===== src/rtl/led_sequencer.sv =====
// -----------------------------------------------------------------------------
// led_sequencer
//
// Purpose:
//   Four-LED pattern sequencer with a debounced mode button. A press walks the
//   mode OFF -> BLINK -> CHASE -> BOUNCE -> OFF. A prescaler divides clk into
//   pattern steps; every step advances the current mode's LED pattern.
//
// Optional feature:
//   LED_SEQUENCER_PWM_EN - when defined, adds the bright[3:0] input and a
//   free-running 4-bit PWM counter that dims every LED (duty = bright/16).
//   When undefined, led is the pattern register directly.
//
// Parameters:
//   TICK_DIV   clk cycles per pattern step (>= 2)
//   DB_CYCLES  consecutive stable cycles needed to accept a button level (>= 2)
//
// Ports:
//   clk      single clock, rising edge
//   rst_n    asynchronous active-low reset
//   btn_n    raw asynchronous active-low mode button
//   en       run enable; 0 freezes the prescaler and pattern stepping
//   bright   (PWM build only) brightness 0..15
//   led      LED drive, bit0 is the lowest LED
//   mode     current mode: 0 OFF, 1 BLINK, 2 CHASE, 3 BOUNCE
//   tick     one-cycle pulse on each accepted pattern step
// -----------------------------------------------------------------------------
module led_sequencer #(
    parameter int TICK_DIV  = 12_500_000,
    parameter int DB_CYCLES = 250_000
) (
    input  logic       clk,
    input  logic       rst_n,
    input  logic       btn_n,
    input  logic       en,
`ifdef LED_SEQUENCER_PWM_EN
    input  logic [3:0] bright,
`endif
    output logic [3:0] led,
    output logic [1:0] mode,
    output logic       tick
);

    localparam int PW = $clog2(TICK_DIV);
    localparam int DW = $clog2(DB_CYCLES);
    localparam logic [PW-1:0] PRESC_MAX = PW'(TICK_DIV - 1);
    localparam logic [DW-1:0] DB_MAX    = DW'(DB_CYCLES - 1);

    typedef enum logic [1:0] {
        MODE_OFF    = 2'd0,
        MODE_BLINK  = 2'd1,
        MODE_CHASE  = 2'd2,
        MODE_BOUNCE = 2'd3
    } mode_t;

    // ------------------------------------------------------------------
    // Button synchronizer and debouncer
    // ------------------------------------------------------------------
    logic          sync1_reg;
    logic          sync2_reg;
    logic          db_level_reg;
    logic [DW-1:0] db_cnt_reg;
    logic          press_reg;

    // press_reg is raised on the same edge that the debounced level falls,
    // so it is high for exactly the first cycle of the new low level.
    always_ff @(posedge clk or negedge rst_n) begin
        if (!rst_n) begin
            sync1_reg    <= 1'b1;
            sync2_reg    <= 1'b1;
            db_level_reg <= 1'b1;
            db_cnt_reg   <= '0;
            press_reg    <= 1'b0;
        end else begin
            sync1_reg <= btn_n;
            sync2_reg <= sync1_reg;
            press_reg <= 1'b0;
            if (sync2_reg != db_level_reg) begin
                if (db_cnt_reg == DB_MAX) begin
                    db_level_reg <= sync2_reg;
                    db_cnt_reg   <= '0;
                    press_reg    <= ~sync2_reg;
                end else begin
                    db_cnt_reg <= db_cnt_reg + 1'b1;
                end
            end else begin
                // Any return to the accepted level restarts the qualification.
                db_cnt_reg <= '0;
            end
        end
    end

    // ------------------------------------------------------------------
    // Mode FSM, prescaler and pattern stepping
    // ------------------------------------------------------------------
    mode_t         state_reg,   state_next;
    logic [3:0]    pattern_reg, pattern_next;
    logic          dir_up_reg,  dir_up_next;
    logic [PW-1:0] presc_reg,   presc_next;
    logic          step_due;

    assign step_due = en && (presc_reg == PRESC_MAX);

    always_ff @(posedge clk or negedge rst_n) begin
        if (!rst_n) begin
            state_reg   <= MODE_OFF;
            pattern_reg <= 4'b0000;
            dir_up_reg  <= 1'b1;
            presc_reg   <= '0;
        end else begin
            state_reg   <= state_next;
            pattern_reg <= pattern_next;
            dir_up_reg  <= dir_up_next;
            presc_reg   <= presc_next;
        end
    end

    always_comb begin
        state_next   = state_reg;
        pattern_next = pattern_reg;
        dir_up_next  = dir_up_reg;
        presc_next   = presc_reg;
        tick         = 1'b0;

        if (press_reg) begin
            // A press outranks a coincident step: the step is dropped and
            // tick is withheld, and everything restarts from the entry state.
            case (state_reg)
                MODE_OFF:    state_next = MODE_BLINK;
                MODE_BLINK:  state_next = MODE_CHASE;
                MODE_CHASE:  state_next = MODE_BOUNCE;
                default:     state_next = MODE_OFF;
            endcase
            presc_next  = '0;
            dir_up_next = 1'b1;
            case (state_next)
                MODE_CHASE, MODE_BOUNCE: pattern_next = 4'b0001;
                default:                 pattern_next = 4'b0000;
            endcase
        end else if (step_due) begin
            tick       = 1'b1;
            presc_next = '0;
            case (state_reg)
                MODE_OFF:   pattern_next = 4'b0000;
                MODE_BLINK: pattern_next = ~pattern_reg;
                MODE_CHASE: pattern_next = {pattern_reg[2:0], pattern_reg[3]};
                default: begin
                    // Reverse at the ends without revisiting the end LED.
                    if (dir_up_reg) begin
                        if (pattern_reg[3]) begin
                            pattern_next = 4'b0100;
                            dir_up_next  = 1'b0;
                        end else begin
                            pattern_next = {pattern_reg[2:0], 1'b0};
                        end
                    end else begin
                        if (pattern_reg[0]) begin
                            pattern_next = 4'b0010;
                            dir_up_next  = 1'b1;
                        end else begin
                            pattern_next = {1'b0, pattern_reg[3:1]};
                        end
                    end
                end
            endcase
        end else if (en) begin
            presc_next = presc_reg + 1'b1;
        end
    end

    assign mode = state_reg;

    // ------------------------------------------------------------------
    // LED output stage
    // ------------------------------------------------------------------
`ifdef LED_SEQUENCER_PWM_EN
    logic [3:0] pwm_cnt_reg;
    logic       pwm_on;

    always_ff @(posedge clk or negedge rst_n) begin
        if (!rst_n) begin
            pwm_cnt_reg <= 4'd0;
        end else begin
            pwm_cnt_reg <= pwm_cnt_reg + 4'd1;
        end
    end

    // bright=0 never lights; bright=15 lights 15 of every 16 cycles.
    assign pwm_on = (pwm_cnt_reg < bright);

    genvar gi;
    generate
        for (gi = 0; gi < 4; gi++) begin : g_led_pwm
            assign led[gi] = pattern_reg[gi] & pwm_on;
        end
    endgenerate
`else
    assign led = pattern_reg;
`endif

endmodule


===== config.mk =====
export PLATFORM = sky130hd
export DESIGN_NAME = led_sequencer
export DESIGN_NICKNAME = d
export VERILOG_FILES = /design/src/rtl/led_sequencer.sv
export SDC_FILE = /design/constraint.sdc
export NUM_CORES = 1
export LEC_CHECK = 0
export BUFFER_PORTS_ARGS = -buffer_cell sky130_fd_sc_hd__buf_4
export CAP_MARGIN = 5
export CELL_PAD_IN_SITES_DETAIL_PLACEMENT = 1
export CELL_PAD_IN_SITES_GLOBAL_PLACEMENT = 2
export CORE_MARGIN = 2
export CORE_UTILIZATION = 30
export CTS_CLUSTER_DIAMETER = 100
export DETAILED_ROUTE_END_ITERATION = 10
export PLACE_DENSITY_LB_ADDON = 0.1
export SYNTH_ARGS = -nofsm -noshare
export SYNTH_HDL_FRONTEND = slang
export SYNTH_SLANG_ARGS = --single-unit

===== constraint.sdc =====
create_clock -name clk -period 5.3 [get_ports clk]
set_clock_uncertainty 0.1 [all_clocks]
set_input_delay 0.265 -clock clk [delete_from_list [all_inputs] [get_ports clk]]
set_output_delay 0.265 -clock clk [all_outputs]
set_load 0.01 [all_outputs]

==> results.cfg, run 1 <==
[final_layout]
n_antenna_cell = 0
area_growth_pct = 10.9
seq_area_um2 = 1330
nNetsFinal = 344
multiInputGateArea_um2 = 1600
drive_above_1_share_pct = 10.7
largest_register_ffs = 24
fill_cells = 1159

[synth]
ys_ff_latch = 53
syn_nets = 335
syn_area_um2 = 3040
avgSynthCellArea_um2 = 9.36
ys_top_cells_by_area = dfrtp_1 (40%), nor2_1 (5.3%), xnor2_1 (4.9%)
async_reset_ff_share_pct = 100
synth_most_common_cell = dfrtp_1
yosys.area.top_type = dfrtp_1
yosys-top-cells-count = dfrtp_1 (49), nor2_1 (43), nand4_1 (20)
postSynthCellCount = 325
seq_area_frac_synth_pct = 43.8
yosys_warnings = 0
synth_edf_count = 0
synth_flop_cell = dfrtp_1
ys_types = 56
synth_top_area_share_pct = 40.3

[global_routing]
antenna_found_initial = 0
grt_pass1_vias = 2602
grt_first_pass_wirelength_um = 14100
grt_max_degree = 54
overflow = 0
grt_usage_pct = 15.7

[sta]
slew_violations = 0
max_freq_mhz = 387
worst_slew_pin_slew_ns = 0.743
hold_violations = 0
slew_headroom_pct = 50.3
timing.final.crit_share_pct = 48.8
final.setup.tns_ns = 0
setup_viol = 0
fin_crit_ns = 2.59
whs_ns = 0.245
rsz0062_at_grt = false

[route]
num_vias = 2521
via_per_inst = 5.39
drc = 0
drt_wl_total_um = 8180
ant_nets = 0
drtIter0Drc = 141
drt_pass1_iterations = 4
wl_per_cell_um = 17.5

[setup_path]
worst_setup_path_end_kind = output port
path_max_fanout = 7
worst_path_max_delay_cell = or4_4
path_class = reg -> out
slowest_delay_ns = 0.57
critical_path.startpoint_type = flip-flop
worst-path-buf-inv = 1
arrival_ns = 2.22
cp_data_required_time_ns = 4.93
worst-r2r-cell-count = 5
path_delay_family = simple AND/OR/NAND/NOR gates
cp.depth = 4
crit_chain = or4_4 -> nor4_4 -> and3_2 -> buf_4

[cts]
clkTransAtPathRegs_ns = 0.10
cts.path.max_buffers = 2
cts.root.buffer_cell = clkbuf_8
numCtsBuffers = 5
cts_resized = 0
insertion_delay_ns = 0.31
htree_levels = 2
cts_num_sinks = 53
cts_tree = done

[die]
die_y_um = 105
io_pins = 11
core-area_um2 = 9820
rows = 36
dieArea_um2 = 11000
start_util_pct = 31.0
fp.dieW_um = 105

[min_path]
min_path_type = in -> reg
hold_depth = 3

[outcome]
status = finished clean

[power]
switching_share_pct = 26.5
p_comb_share_pct = 9.2
power_per_cell_area_nw_per_um2 = 247
p_clk_share_pct = 35.8
internal_power_uw = 613
leakagePower_uw = 0.00132
share_seq_of_total_power_pct = 55.1
power.switching_uw = 221
max-vdd-ir-drop_mv = 0.197

[place]
hpwl_um = 5570
place.gp.congestion = 0.718
io_buffers = 10

[run]
maxCapViolations = 0
## through the flow
| step | total power [µW] | util, % | area (µm²) | cells | setup WS (ns) |
|---|---|---|---|---|---|
| 2_1_floorplan | 515 | - | 3040 | 325 | 3.28 |
| 3_5_place_dp | 544 | 32.9 | 3230 | 458 | 3.00 |
| 3_3_place_gp | 542 | 32.9 | 3230 | 458 | 3.03 |
| 6_report | 833 | 34.3 | 3370 | 468 | 2.71 |
| 4_1_cts | 849 | 34.3 | 3370 | 468 | 2.71 |
| 5_1_grt | 881 | 34.3 | 3370 | 468 | 2.53 |
## timing repair
action	CTS	global route
endpoints found under the hold margin	50	0
hold buffers	2	0
buffers inserted	0	0
## routing by layer
layer / up-vias / share of wire (%) / track usage (%)
li1: 1223 / - / -
met4: 0 / 0.89 / 2.76
met1: 1270 / 52 / 23.3
met5: - / 0 / 0
met3: 6 / 1.7 / 2.25
met2: 22 / 45 / 24.4
## power by group through the flow
stage	registers, µW	logic, µW	clock network [µW]
4_1_cts	459	79.3	310
5_1_grt	464	89.5	327
3_3_place_gp	465	76.2	0
6_report	459	76.4	298
3_5_place_dp	467	77.7	0
2_1_floorplan	453	62.5	0
## tightest hold or removal path, cell delays in order
cell and delay, ns:
buf_4 0.18, nand4_1 0.11, a21oi_1 0.06
## kinds of logic after synthesis
logic type / share of synthesized area, %
buf+inv: 3.66
xor+xnor: 7.49
mux: 0.370
fa+ha+maj: 2.47
flops: 43.8
simple gates: 28.4
compound gates: 13.8
## cell usage in the layout (no fill, tap or decap), types with 3 or more instances in the layout
master     count
inv_1         12
o21ai_0        7
nor4_1         7
xnor2_1       17
nor2_1        43
o211ai_1       4
buf_4         12
o2111ai_1      4
and3_1         5
dfrtp_1       49
or4_1          7
ha_1           6
o31ai_1        7
nand2b_1       4
dfstp_2        4
nand3_1       18
xor2_1         9
nand2_1       19
a41oi_1        3
o41ai_1        4
nor3_1        11
clkbuf_8       6
nand4_1       20
a21oi_1       13
## final timing paths
check | end | slack (ns) | startpoint
min in group asynchronous | mode[1]$_DFFE_PN0P_ | 0.45 | rst_n
max in group asynchronous | presc_reg[9]$_DFFE_PN0P_ | 4.18 | rst_n
worst max register to register | led[0]$_DFFE_PN0P_ | 2.99 | presc_reg[0]$_DFFE_PN0P_
worst min register to register | sync2_reg$_DFF_PN1_ | 0.26 | sync1_reg$_DFF_PN1_
worst max-delay path | tick | 2.71 | presc_reg[7]$_DFFE_PN0P_
worst min-delay path | presc_reg[14]$_DFFE_PN0P_ | 0.24 | en
## layout make-up
| cell class | instances | share of cell area, % |
|---|---|---|
| clock inverter | 1 | 0.891 |
| sequential | 53 | 39.5 |
| timing repair buffer | 14 | 3.27 |
| inverter | 13 | 1.45 |
| clock buffer | 7 | 2.56 |
| tap | 133 | 4.94 |
| multi-input combinational | 247 | 47.4 |
Note: power is estimated with default switching activity, not from simulation.
==> inputs of run 2 (changes only) <==
--- a/config.mk
+++ b/config.mk
@@ -5,6 +5,7 @@
 export SDC_FILE = /design/constraint.sdc
 export NUM_CORES = 1
 export LEC_CHECK = 0
+export ABC_AREA = 1
 export BUFFER_PORTS_ARGS = -buffer_cell sky130_fd_sc_hd__buf_4
 export CAP_MARGIN = 5
 export CELL_PAD_IN_SITES_DETAIL_PLACEMENT = 1
==> constraint.sdc (replaced) <==
create_clock -name clk -period 2.6 [get_ports clk]
set_clock_uncertainty 0.1 [all_clocks]
set_input_delay 0.13 -clock clk [delete_from_list [all_inputs] [get_ports clk]]
set_output_delay 0.13 -clock clk [all_outputs]
set_load 0.01 [all_outputs]
==> results.cfg, run 2 <==
[synth]
synth_edf_count = 0
yosys.area.top_type = dfrtp_1
postSynthCellCount = 470
yosys-top-cells-count = nand2_1 (131), nor2_1 (93), dfrtp_1 (49)
syn_nets = 480
synth_flop_cell = dfrtp_1
yosys_warnings = 0
syn_area_um2 = 3310
ys_ff_latch = 53
synth_most_common_cell = nand2_1
async_reset_ff_share_pct = 100
avgSynthCellArea_um2 = 7.05
seq_area_frac_synth_pct = 40.2
ys_types = 31
ys_top_cells_by_area = dfrtp_1 (37%), nand2_1 (15%), nor2_1 (11%)
synth_top_area_share_pct = 37.0

[global_routing]
grt_pass1_vias = 3104
grt_usage_pct = 17.7
grt_max_degree = 54
antenna_found_initial = 0
grt_first_pass_wirelength_um = 15900
overflow = 0

[min_path]
min_path_type = in -> async

[cts]
cts_tree = done
cts_num_sinks = 53
cts.path.max_buffers = 2
clkTransAtPathRegs_ns = 0.12
insertion_delay_ns = 0.34
numCtsBuffers = 5
post_cts_buffers = 0
htree_levels = 2
cts.root.buffer_cell = clkbuf_8

[route]
ant_nets = 0
drc = 0
wl_per_cell_um = 14.9
via_per_inst = 4.75
drtIter0Drc = 120
drt_pass1_iterations = 4
num_vias = 2991
drt_wl_total_um = 9380

[sta]
slew_violations = 0
rsz0062_at_grt = false
hold_violations = 0
slew_headroom_pct = 52.8
worst_slew_pin_slew_ns = 0.708
fin_crit_ns = 2.23
timing.final.crit_share_pct = 85.8
max_freq_mhz = 448
setup_viol = 0
final.setup.tns_ns = 0

[die]
start_util_pct = 30.7
fp.dieW_um = 109
rows = 38
die_y_um = 109
io_pins = 11
dieArea_um2 = 11900
core-area_um2 = 10800

[outcome]
status = finished clean

[final_layout]
layout.cells.most_common = nand2_1
final_util_pct = 34.1
nNetsFinal = 499
largest_register_ffs = 24
area_growth_pct = 11.0
drive_above_1_share_pct = 10.2
final_cell_mix = nand2_1 (131), nor2_1 (93), dfrtp_1 (49)
n_antenna_cell = 0

[setup_path]
path_max_fanout = 12
crit_path_end = tick
arrival_ns = 2.00
cp_data_required_time_ns = 2.37
worst_setup_path_end_kind = output port
worstReg2RegStart = db_cnt_reg[0]$_DFF_PN0_
reg2reg_slack_ns = 0.62
startpoint = presc_reg[1]$_DFFE_PN0P_
path_class = reg -> out
critical_path.startpoint_type = flip-flop
worst-r2r-cell-count = 10
worst_r2r_endpoint = db_cnt_reg[17]$_DFF_PN0_

[run]
maxCapViolations = 0

[power]
power.switching_uw = 607
share_seq_of_total_power_pct = 54.3
p_comb_share_pct = 15.6
leakagePower_uw = 0.00156
power_per_cell_area_nw_per_um2 = 487
p_clk_share_pct = 30.0
max-vdd-ir-drop_mv = 0.379
internal_power_uw = 1180
switching_share_pct = 33.9

[place]
hpwl_um = 7290
io_buffers = 10
place.gp.congestion = 0.806
## run 2: changes by cell type in the layout (fill, tap and decap cells not counted), moves of 6 or more
cell,delta
a21oi_1,-6
nand4_1,-12
inv_1,+36
nor2_1,+50
nand3_1,+23
or4_1,-7
o31ai_1,-7
nor2_2,+9
o21bai_1,+7
nand2_1,+112
xnor2_1,-13
## run 2: through the flow
step           instances  worst slack (ns)  cell area (µm²)  total power [µW]  hold WS (ns)
3_3_place_gp         619             0.633             3550              1270         0.138
4_1_cts              630             0.318             3680              1830         0.267
6_report             630             0.368             3680              1790         0.261
3_5_place_dp         619             0.580             3550              1270         0.141
5_1_grt              630             0.111             3680              1920         0.273
2_1_floorplan        470              1.04             3310              1170        -0.266
## run 2: worst min path at each step
stage,start,to,slack (ns)
final,rst_n,presc_reg[19]$_DFFE_PN0P_,0.26
after global routing,sync1_reg$_DFF_PN1_,sync2_reg$_DFF_PN1_,0.27
after CTS,sync1_reg$_DFF_PN1_,sync2_reg$_DFF_PN1_,0.27
after detailed placement,rst_n,presc_reg[20]$_DFFE_PN0P_,0.14
after global placement,rst_n,presc_reg[20]$_DFFE_PN0P_,0.14
after floorplan,rst_n,db_cnt_reg[0]$_DFF_PN0_,-0.27
## run 2: repair_timing
action                                 in CTS  in global routing
gates resized for setup                     0                  0
hold buffers                                3                  0
endpoints found under the hold margin      51                  0
## run 2: power by group through the flow
stage / logic [µW] / clock network, µW / registers, µW
after floorplan: 205 / 0 / 964
after global routing: 326 / 605 / 987
final: 280 / 538 / 973
after global placement: 281 / 0 / 988
after detailed placement: 282 / 0 / 989
after CTS: 288 / 566 / 973
## run 2: logic make-up after synthesis
logic type	after synthesis	synth area share (%)
AO/OA/AOI/OAI	27	4.91
XOR/XNOR	15	3.97
adder cells (fa/ha/maj)	6	2.27
buffers and inverters	55	6.84
flip-flops	53	40.2
AND/OR/NAND/NOR	314	41.8
## run 2: worst max-delay path, stage by stage (launching register included)
cell and delay [ns]:
dfrtp_1 0.41, ha_1 0.20, nand2_1 0.17, nor3b_1 0.27, nand2_2 0.27, nor2_4 0.20
buf_4 0.14
## run 2: layout make-up
type | count | area, µm²
Inverter | 51 | 191
Timing Repair Buffer | 16 | 128
Fill cell | 1371 | 7120
Sequential cell | 53 | 1330
Clock buffer | 5 | 68.8
Tap cell | 140 | 175
Multi-Input combinational cell | 362 | 1750
Clock inverter | 3 | 28.8
## run 2: metal layers
| metal | GRT usage (%) | wire length [µm] |
|---|---|---|
| met1 | 24.2 | 4720 |
| met2 | 28.7 | 4390 |
| met3 | 3.59 | 176 |
| met4 | 4.40 | 99 |
| met5 | 0 | 0 |
